===== config.mk =====
export PLATFORM = sky130hd
export DESIGN_NAME = fp8_mul_sequencer
export DESIGN_NICKNAME = d
export VERILOG_FILES = /design/src/rtl/fp8_pkg.sv /design/src/rtl/fp8_approx_mul.sv /design/src/rtl/fp8_mul_sequencer.sv
export SDC_FILE = /design/constraint.sdc
export NUM_CORES = 1
export LEC_CHECK = 0
export CAP_MARGIN = 30
export CORE_MARGIN = 2
export CORE_UTILIZATION = 50
export CTS_BUF_LIST = sky130_fd_sc_hd__clkbuf_8
export DETAILED_ROUTE_END_ITERATION = 8
export PLACE_DENSITY = 0.79
export SLEW_MARGIN = 20
export SYNTH_ARGS = -nofsm -noshare
export SYNTH_HDL_FRONTEND = slang
export SYNTH_SLANG_ARGS = --single-unit

===== constraint.sdc =====
create_clock -name clk -period 2.5 [get_ports clk]
set_clock_uncertainty 0.05 [all_clocks]
set_input_delay 0.375 -clock clk [delete_from_list [all_inputs] [get_ports clk]]
set_output_delay 0.375 -clock clk [all_outputs]
set_load 0.01 [all_outputs]

===== src/rtl/fp8_pkg.sv =====
// fp8_pkg: shared E4M3 constants and sequencer state encoding.
//   EXP_BITS/MAN_BITS/BIAS : default FP8 format (1 sign, 4 exp, 3 frac)
//   EXP_MAX/MAN_MAX        : field values for a saturated magnitude
//   state_e                : sequencer states
package fp8_pkg;

    localparam int EXP_BITS = 4;
    localparam int MAN_BITS = 3;
    localparam int BIAS     = (1 << (EXP_BITS - 1)) - 1;

    localparam logic [EXP_BITS-1:0] EXP_MAX = '1;
    localparam logic [MAN_BITS-1:0] MAN_MAX = '1;

    typedef enum logic [1:0] {
        LOAD_A  = 2'd0,
        LOAD_B  = 2'd1,
        COMPUTE = 2'd2,
        RESULT  = 2'd3
    } state_e;

endpackage


===== src/rtl/fp8_approx_mul.sv =====
// fp8_approx_mul: combinational Mitchell (log-domain) FP8 multiplier.
// The fraction sum stands in for log2(1+f); a carry out of the fraction
// sum bumps the exponent and the wrapped sum is kept as the mantissa.
//   a, b : operands {sign, exp, frac}
//   p    : product, saturated to {S,0,0} or {S,all ones}
//   ovf  : exponent above the largest normal, p saturated high
//   unf  : exponent at or below zero, p flushed to signed zero
module fp8_approx_mul #(
    parameter int EXP_BITS = fp8_pkg::EXP_BITS,
    parameter int MAN_BITS = fp8_pkg::MAN_BITS,
    parameter int BIAS     = fp8_pkg::BIAS
) (
    input  logic [EXP_BITS+MAN_BITS:0] a,
    input  logic [EXP_BITS+MAN_BITS:0] b,
    output logic [EXP_BITS+MAN_BITS:0] p,
    output logic                       ovf,
    output logic                       unf
);
    import fp8_pkg::*;

    localparam int W  = EXP_BITS + MAN_BITS + 1;
    // Two extra bits: one for the Ea+Eb+carry headroom, one for sign.
    localparam int EW = EXP_BITS + 2;
    localparam logic signed [EW-1:0] E_TOP = EW'((1 << EXP_BITS) - 1);

    logic                       sgn;
    logic [EXP_BITS-1:0]        ea, eb;
    logic [MAN_BITS-1:0]        fa, fb;
    logic [MAN_BITS:0]          fsum;
    logic signed [EW-1:0]       e;

    assign sgn  = a[W-1] ^ b[W-1];
    assign ea   = a[W-2:MAN_BITS];
    assign eb   = b[W-2:MAN_BITS];
    assign fa   = a[MAN_BITS-1:0];
    assign fb   = b[MAN_BITS-1:0];
    assign fsum = {1'b0, fa} + {1'b0, fb};
    assign e    = $signed(EW'(ea)) + $signed(EW'(eb)) - $signed(EW'(BIAS))
                + $signed(EW'(fsum[MAN_BITS]));

    always_comb begin
        p   = '0;
        ovf = 1'b0;
        unf = 1'b0;
        if (ea == '0 || eb == '0) begin
            // zero/subnormal operands collapse to signed zero, unflagged
            p = {sgn, {(W-1){1'b0}}};
        end else if (e[EW-1] || e == '0) begin
            p   = {sgn, {(W-1){1'b0}}};
            unf = 1'b1;
        end else if (e > E_TOP) begin
            p   = {sgn, {(W-1){1'b1}}};
            ovf = 1'b1;
        end else begin
            p = {sgn, e[EXP_BITS-1:0], fsum[MAN_BITS-1:0]};
        end
    end

endmodule


===== src/rtl/fp8_mul_sequencer.sv =====
// fp8_mul_sequencer: byte-serial front end for one fp8_approx_mul.
// Takes A then B over a valid/ready byte stream, registers the product and
// its {ovf,unf} flags, and holds them on a valid/ready output.
//   clk, rst_n          : clock, async active-low reset
//   in_data/valid/ready : operand byte stream (ready in LOAD_A/LOAD_B)
//   abort               : synchronous discard, back to LOAD_A
//   out_data/flags      : registered product and {ovf,unf}
//   out_valid/ready     : product handshake
//   busy                : operation in flight (LOAD_B, COMPUTE, RESULT)
//   op_count            : completed output handshakes, wrapping
module fp8_mul_sequencer #(
    parameter int EXP_BITS = fp8_pkg::EXP_BITS,
    parameter int MAN_BITS = fp8_pkg::MAN_BITS,
    parameter int BIAS     = fp8_pkg::BIAS
) (
    input  logic                       clk,
    input  logic                       rst_n,
    input  logic [EXP_BITS+MAN_BITS:0] in_data,
    input  logic                       in_valid,
    output logic                       in_ready,
    input  logic                       abort,
    output logic [EXP_BITS+MAN_BITS:0] out_data,
    output logic [1:0]                 out_flags,
    output logic                       out_valid,
    input  logic                       out_ready,
    output logic                       busy,
    output logic [7:0]                 op_count
);
    import fp8_pkg::*;

    localparam logic [1:0] ST_LOAD_A  = LOAD_A;
    localparam logic [1:0] ST_LOAD_B  = LOAD_B;
    localparam logic [1:0] ST_COMPUTE = COMPUTE;
    localparam logic [1:0] ST_RESULT  = RESULT;

    logic [1:0]                 state;
    logic [EXP_BITS+MAN_BITS:0] a_reg, b_reg;
    logic [EXP_BITS+MAN_BITS:0] mul_p;
    logic                       mul_ovf, mul_unf;

    fp8_approx_mul #(
        .EXP_BITS (EXP_BITS),
        .MAN_BITS (MAN_BITS),
        .BIAS     (BIAS)
    ) u_mul (
        .a   (a_reg),
        .b   (b_reg),
        .p   (mul_p),
        .ovf (mul_ovf),
        .unf (mul_unf)
    );

    // Decoded from state only, so nothing here follows in_valid/out_ready.
    assign in_ready = (state == ST_LOAD_A) || (state == ST_LOAD_B);
    assign busy     = (state != ST_LOAD_A);

    always_ff @(posedge clk or negedge rst_n) begin
        if (!rst_n) begin
            state     <= ST_LOAD_A;
            a_reg     <= '0;
            b_reg     <= '0;
            out_data  <= '0;
            out_flags <= '0;
            out_valid <= 1'b0;
            op_count  <= '0;
        end else if (abort) begin
            // abort beats any handshake in the same cycle; the last
            // product stays on out_data/out_flags for inspection
            state     <= ST_LOAD_A;
            a_reg     <= '0;
            b_reg     <= '0;
            out_valid <= 1'b0;
        end else begin
            case (state)
                ST_LOAD_A: if (in_valid) begin
                    a_reg <= in_data;
                    state <= ST_LOAD_B;
                end
                ST_LOAD_B: if (in_valid) begin
                    b_reg <= in_data;
                    state <= ST_COMPUTE;
                end
                ST_COMPUTE: begin
                    out_data  <= mul_p;
                    out_flags <= {mul_ovf, mul_unf};
                    out_valid <= 1'b1;
                    state     <= ST_RESULT;
                end
                ST_RESULT: if (out_ready) begin
                    out_valid <= 1'b0;
                    op_count  <= op_count + 8'd1;
                    state     <= ST_LOAD_A;
                end
                default: state <= ST_LOAD_A;
            endcase
        end
    end

endmodule


---- Yosys cells after proc, flatten, opt, wreduce, memory -nomap -nowiden ----
Index checks and enable logic that the tools add are counted.
storage, ports and cells
  register bits ........................... 37
  input bits .............................. 13
  output and inout bits ................... 21
  word-level logic and storage cells ...... 60
operators by class
  add/subtract/negate cells ............... 5
  magnitude comparators ................... 1
  equality and inequality tests ........... 6
  muxes and demuxes ....................... 21
  bitwise operators ....................... 2
  reductions and logical operators ........ 18
operator list
  operator                                                                         count
  8-bit 2-to-1 mux                                                                 5
  7-bit 2-to-1 mux                                                                 3
  3-bit != test, second input constant                                             3
  8-bit by 1-bit adder with 8-bit output, second input constant                    1
  4-bit zero test                                                                  2
  2-bit 2-to-1 mux                                                                 4
  2-bit case mux with 4 select lines                                               1
  2-bit AND reduction                                                              4
  2-bit nonzero test                                                               4
  1-bit 2-to-1 mux                                                                 7
  6-bit by 2-bit adder with 6-bit output                                           1
  6-bit by 5-bit greater-than comparator with 1-bit output, second input constant  1
  6-bit zero test                                                                  1
  3-bit AND reduction                                                              2
  6-bit by 4-bit subtractor with 6-bit output, second input constant               1
  4-bit by 4-bit adder with 5-bit output                                           1
  3-bit by 3-bit adder with 4-bit output                                           1
  2-bit equality test, second input constant                                       2
  1-bit logical OR                                                                 3
  3-bit nonzero test                                                               1
  2-bit by 1-bit equality test with 1-bit output, second input constant            1
  2-bit zero test                                                                  1
  1-bit case mux with 2 select lines                                               1
  1-bit inverter                                                                   1
  1-bit XOR                                                                        1

---- Logic depth before layout (Yosys ltp) ----
  depth after elaboration ................. 7
  mapped depth ............................ 11
  mapped depth without buffers ............ 11

---- By module ----
Synthesis repeated with hierarchy kept, for this count alone.
second synthesis, totals
  cells, all modules ...................... 217
  area, all modules ....................... 2183.3 µm²
modules (own cells, without submodules)
  module             times used  cells an instance  area an instance (µm²)  sequential area each (µm²)
  fp8_mul_sequencer  1           149                1627.8                  925.9
  fp8_approx_mul     1           68                 555.5                   0.0

---- Worst setup path after synthesis ----
No wires, ideal clock.
  path kind ............................... reg-to-reg
  from .................................... register a_reg[1]
  to ...................................... register out_data[2]
  arrival ................................. 2.365 ns
  required time ........................... 2.314 ns
  path slack .............................. -0.051 ns
  cell stages (with the launch flop) ...... 12
  buffers on the path ..................... 0
  clock period less this slack ............ 2.551 ns
  cells stage by stage .................... dfrtp_1 ha_1 a21o_1 a21oi_1 ha_1 inv_1 ha_1 nand2b_1 nor4_1 o21ai_2 a2bb2oi_2 o211ai_1
on the way
  longest elaborated chain between the ends .. 6
  elaborated cells between the ends (all ways) .. 8
  those cells by class .................... add/sub (2); order compare (1); mux (3); reduce/logical (2)
ends and longest elaborated chain
  what                                                                                         RTL line                                    text
  start: declaration                                                                           fp8_mul_sequencer.sv:37                     logic [EXP_BITS+MAN_BITS:0] a_reg, b_reg;
  start signal: assignment                                                                     fp8_mul_sequencer.sv:76                     a_reg <= in_data;
  3-bit by 3-bit adder with 4-bit output (*)                                                   fp8_approx_mul.sv:37                        assign fsum = {1'b0, fa} + {1'b0, fb};
  6-bit by 2-bit adder with 6-bit output                                                       fp8_approx_mul.sv:39                        + $signed(EW'(fsum[MAN_BITS]));
  6-bit by 5-bit greater-than comparator with 1-bit output or 6-bit zero test (tied branches)  fp8_approx_mul.sv:51, fp8_approx_mul.sv:48
  7-bit 2-to-1 mux or 1-bit logical OR (tied branches)                                         fp8_approx_mul.sv:51, fp8_approx_mul.sv:48
  7-bit 2-to-1 mux (*)                                                                         fp8_approx_mul.sv:48                        end else if (e[EW-1] || e == '0) begin
  7-bit 2-to-1 mux (*)                                                                         fp8_approx_mul.sv:45                        if (ea == '0 || eb == '0) begin
  end signal: assignment                                                                       fp8_mul_sequencer.sv:84                     out_data <= mul_p;
  end: declaration                                                                             fp8_mul_sequencer.sv:22                     output logic [EXP_BITS+MAN_BITS:0] out_data,
Every way passes the cells marked *; elsewhere a longest branch is shown, timed or not.
A chain may end at the register's enable or synchronous reset.

---- Final worst setup path ----
  from .................................... register b_reg[1]
  to ...................................... register out_data[6]
on the way
  longest elaborated chain between the ends .. 6
  elaborated cells between the ends (all ways) .. 8
  those cells by class .................... add/sub (2); order compare (1); mux (3); reduce/logical (2)
ends and longest elaborated chain
  what                                                                                         RTL line                                    text
  start: declaration                                                                           fp8_mul_sequencer.sv:37
  start signal: assignment                                                                     fp8_mul_sequencer.sv:80                     b_reg <= in_data;
  3-bit by 3-bit adder with 4-bit output (*)                                                   fp8_approx_mul.sv:37
  6-bit by 2-bit adder with 6-bit output (*)                                                   fp8_approx_mul.sv:39
  6-bit by 5-bit greater-than comparator with 1-bit output or 6-bit zero test (tied branches)  fp8_approx_mul.sv:51, fp8_approx_mul.sv:48
  7-bit 2-to-1 mux or 1-bit logical OR (tied branches)                                         fp8_approx_mul.sv:51, fp8_approx_mul.sv:48
  7-bit 2-to-1 mux (*)                                                                         fp8_approx_mul.sv:48
  7-bit 2-to-1 mux (*)                                                                         fp8_approx_mul.sv:45
Marks and branches as above.

==> results.py <==
metrics = {
    "run_status": {
        "status": "finished clean",
    },
    "route": {
        "drt_wl_total_um": 4469,
        "firstDrtPassIters": 4,
        "ant_nets": 0,
        "via_per_inst": 5.458,
        "drt-wirelength-per-cell_um": 13.92,
        "dr_total_vias": 1752,
        "drtIter0Drc": 76,
        "route.detailed.drc": 0,
    },
    "logic_synthesis": {
        "synth_warnings": 0,
        "syn-num-nets": 255,
        "synthDistinctLibCells": 51,
        "synth_area_um2": 2156,
        "syn_avg_cell_area_um2": 9.539,
        "synth_edf_count": 0,
        "yosys_register_bits": 37,
        "async_reset_ff_frac": 1.000,
        "synth_cells": 226,
        "ys.flop_type": "dfrtp_1",
        "yosysSeqAreaShare": 0.4295,
    },
    "critical_path": {
        "critPathTopFamily": "adder cells",
        "path_cells": "ha_1 -> a21o_1 -> a21oi_2 -> ha_2 -> inv_2 -> ha_4 -> and3b_1 -> mux2i_1 -> nand2_1 -> a2bb2oi_4 -> o31ai_1",
        "crit_slowest_cell": "dfrtp_1",
        "critPathLaunchType": "flop",
        "worstPathArrival_ps": 2620,
        "critPathBufInv": 1,
        "max_stage_delay_ps": 380,
        "worst_ep_required_time_ps": 2660,
        "critPathMaxFanout": 7,
        "path_class": "flop to flop",
        "endpoint_kind": "flop",
    },
    "cts": {
        "cts_sinks": 37,
        "cts_tree": "done",
        "h-tree-depth": 2,
        "ctsHoldBuffers": 0,
        "clk_pin_slew_ps": 70,
        "cts_buffer_depth": 2,
        "worstSkewPairLatency_ps": 290,
        "cts_buffers": 5,
        "cts_root_buf": "clkbuf_8",
    },
    "floorplan": {
        "start_util": 0.5276,
        "core_um2": 4086,
        "die_h_um": 69.67,
        "dieArea_um2": 4853,
        "ios": 34,
        "fp-row-count": 23,
        "die_w_um": 69.67,
    },
    "sta": {
        "layout_setup_ws_ps": 36.17,
        "hold_viol": 0,
        "finalWorstPathRequiredPeriod_ps": 2464,
        "tightest_slew_ps": 457.3,
        "relSlewSlack": 0.6951,
        "grt_setup_unrepaired": "true",
        "setup_violations": 0,
        "fin_crit_sh": 0.9855,
        "slew_violations": 0,
        "fmax_mhz": 405.9,
        "whs_ps": 421.5,
    },
    "flow_run": {
        "maxCapViolCount": 0,
    },
    "placement": {
        "place.gp.congestion": 0.8069,
        "pre_cts_ws_ps": -138.3,
        "dp_hpwl_um": 3309,
        "place_inst": 311,
        "io_buffers": 33,
        "dpl-instance-area_um2": 2600,
    },
    "power": {
        "p_leak_nw": 1.214,
        "p_per_area_nw_per_um2": 705.8,
        "ir_drop_uv": 513.5,
    },
    "final_layout": {
        "finalNonFillerCells": 321,
        "final_cell_mix": "dfrtp_1 (37), nand2_1 (35), clkdlybuf4s50_1 (33)",
        "syn2layout_area_growth_pct": 28.96,
        "layout_commonest_cell": "dfrtp_1",
        "final_nets": 299,
        "num_antenna_cells": 0,
        "drive_above_1_share": 0.1697,
        "design_area_um2": 2780,
    },
    "global_route": {
        "grt_max_degree": 38,
        "grt.total_usage": 0.1997,
        "overflow": 0,
        "grt_pass1_vias": 1742,
        "grt_pass1_wl_um": 7831,
        "antenna_found_initial": 0,
    },
    "hold_path": {
        "hp-class": "flop to flop",
    },
}
[stage by stage]
stage	utilization	power, mW	TNS (ps)
after floorplan	-	1.153	0
after global placement	0.6363	1.372	-145.4
after detailed placement	0.6363	1.388	-644.7
after CTS	0.6712	1.948	-77.10
after global routing	0.6803	2.087	-470.6
final	0.6803	1.962	0
[what timing repair did]
item / in CTS / in global routing
setup buffers: 1 / 1
pin swaps: 7 / 10
gates resized for setup: 5 / 7
setup endpoints to repair: 8 / 9
[power by group]
part / switching (mW) / total, mW / internal (mW)
Clock: 0.216 / 0.541 / 0.324
Combinational: 0.358 / 0.687 / 0.329
Sequential: 0.0623 / 0.734 / 0.672
[cells by family (layout without fill, tap and decap cells)]
| logic type | after synthesis | after routing | synth area share |
|---|---|---|---|
| and+or+nand+nor | 87 | 87 | 0.2113 |
| AOI/OAI and AO/OA | 49 | 49 | 0.1480 |
| DFF | 37 | 37 | 0.4295 |
| buffers and inverters | 22 | 67 | 0.04527 |
| adders and majority gates | 16 | 16 | 0.09983 |
| xor gates and xnor gates | 13 | 13 | 0.05630 |
| muxes | 2 | 2 | 0.009866 |
[final timing paths]
| check | from | endpoint | slack [ps] | cells past startpoint |
|---|---|---|---|---|
| max in group asynchronous | rst_n | a_reg[4] | 1630 | 2 |
| hold / removal | op_count[7] | op_count[7] | 420 | 1 |
| min in group asynchronous | rst_n | op_count[4] | 440 | 2 |
| setup / recovery | b_reg[1] | out_data[6] | 40 | 11 |
| setup reg to reg | b_reg[1] | out_data[6] | 40 | 11 |
| hold reg to reg | op_count[7] | op_count[7] | 420 | 1 |
[synth_stat cells, types with 2 or more instances]
| library cell | count | area [µm²] |
|---|---|---|
| xor2_1 | 5 | 43.79 |
| inv_1 | 13 | 48.80 |
| nor3_1 | 4 | 20.02 |
| o21ai_2 | 2 | 17.52 |
| or2b_1 | 2 | 15.01 |
| xnor2_1 | 7 | 61.31 |
| o21ai_1 | 2 | 10.01 |
| a21o_1 | 3 | 22.52 |
| nor4_2 | 2 | 25.02 |
| o21ai_0 | 2 | 10.01 |
| a21oi_1 | 23 | 115.1 |
| clkbuf_1 | 5 | 18.77 |
| dfrtp_1 | 37 | 925.9 |
| nand4_1 | 2 | 12.51 |
| a211oi_1 | 2 | 15.01 |
| o31ai_1 | 2 | 15.01 |
| nor2_1 | 6 | 22.52 |
| o211ai_1 | 3 | 22.52 |
| ha_1 | 14 | 175.2 |
| nand2b_1 | 6 | 37.54 |
| nand3_1 | 18 | 90.09 |
| nand2_1 | 35 | 131.4 |
| buf_4 | 2 | 15.01 |
| fa_1 | 2 | 40.04 |
[per-layer routing]
layer | track usage | vias up | part of all wire
met5 | 0 | - | 0
met4 | 0.06838 | 0 | 0.020
met3 | 0.05814 | 9 | 0.037
met2 | 0.3323 | 41 | 0.48
met1 | 0.2493 | 832 | 0.46
li1 | - | 870 | -
[area by class of cell]
class	count	area, µm²
clock inverter	2	37.54
sequential	37	925.9
clock buffer	6	82.58
timing repair buffer	46	427.9
tap	50	62.56
fill	337	1306
multi-input combinational	167	1195
inverter	13	48.80
Power figures use the tool's default switching activity.
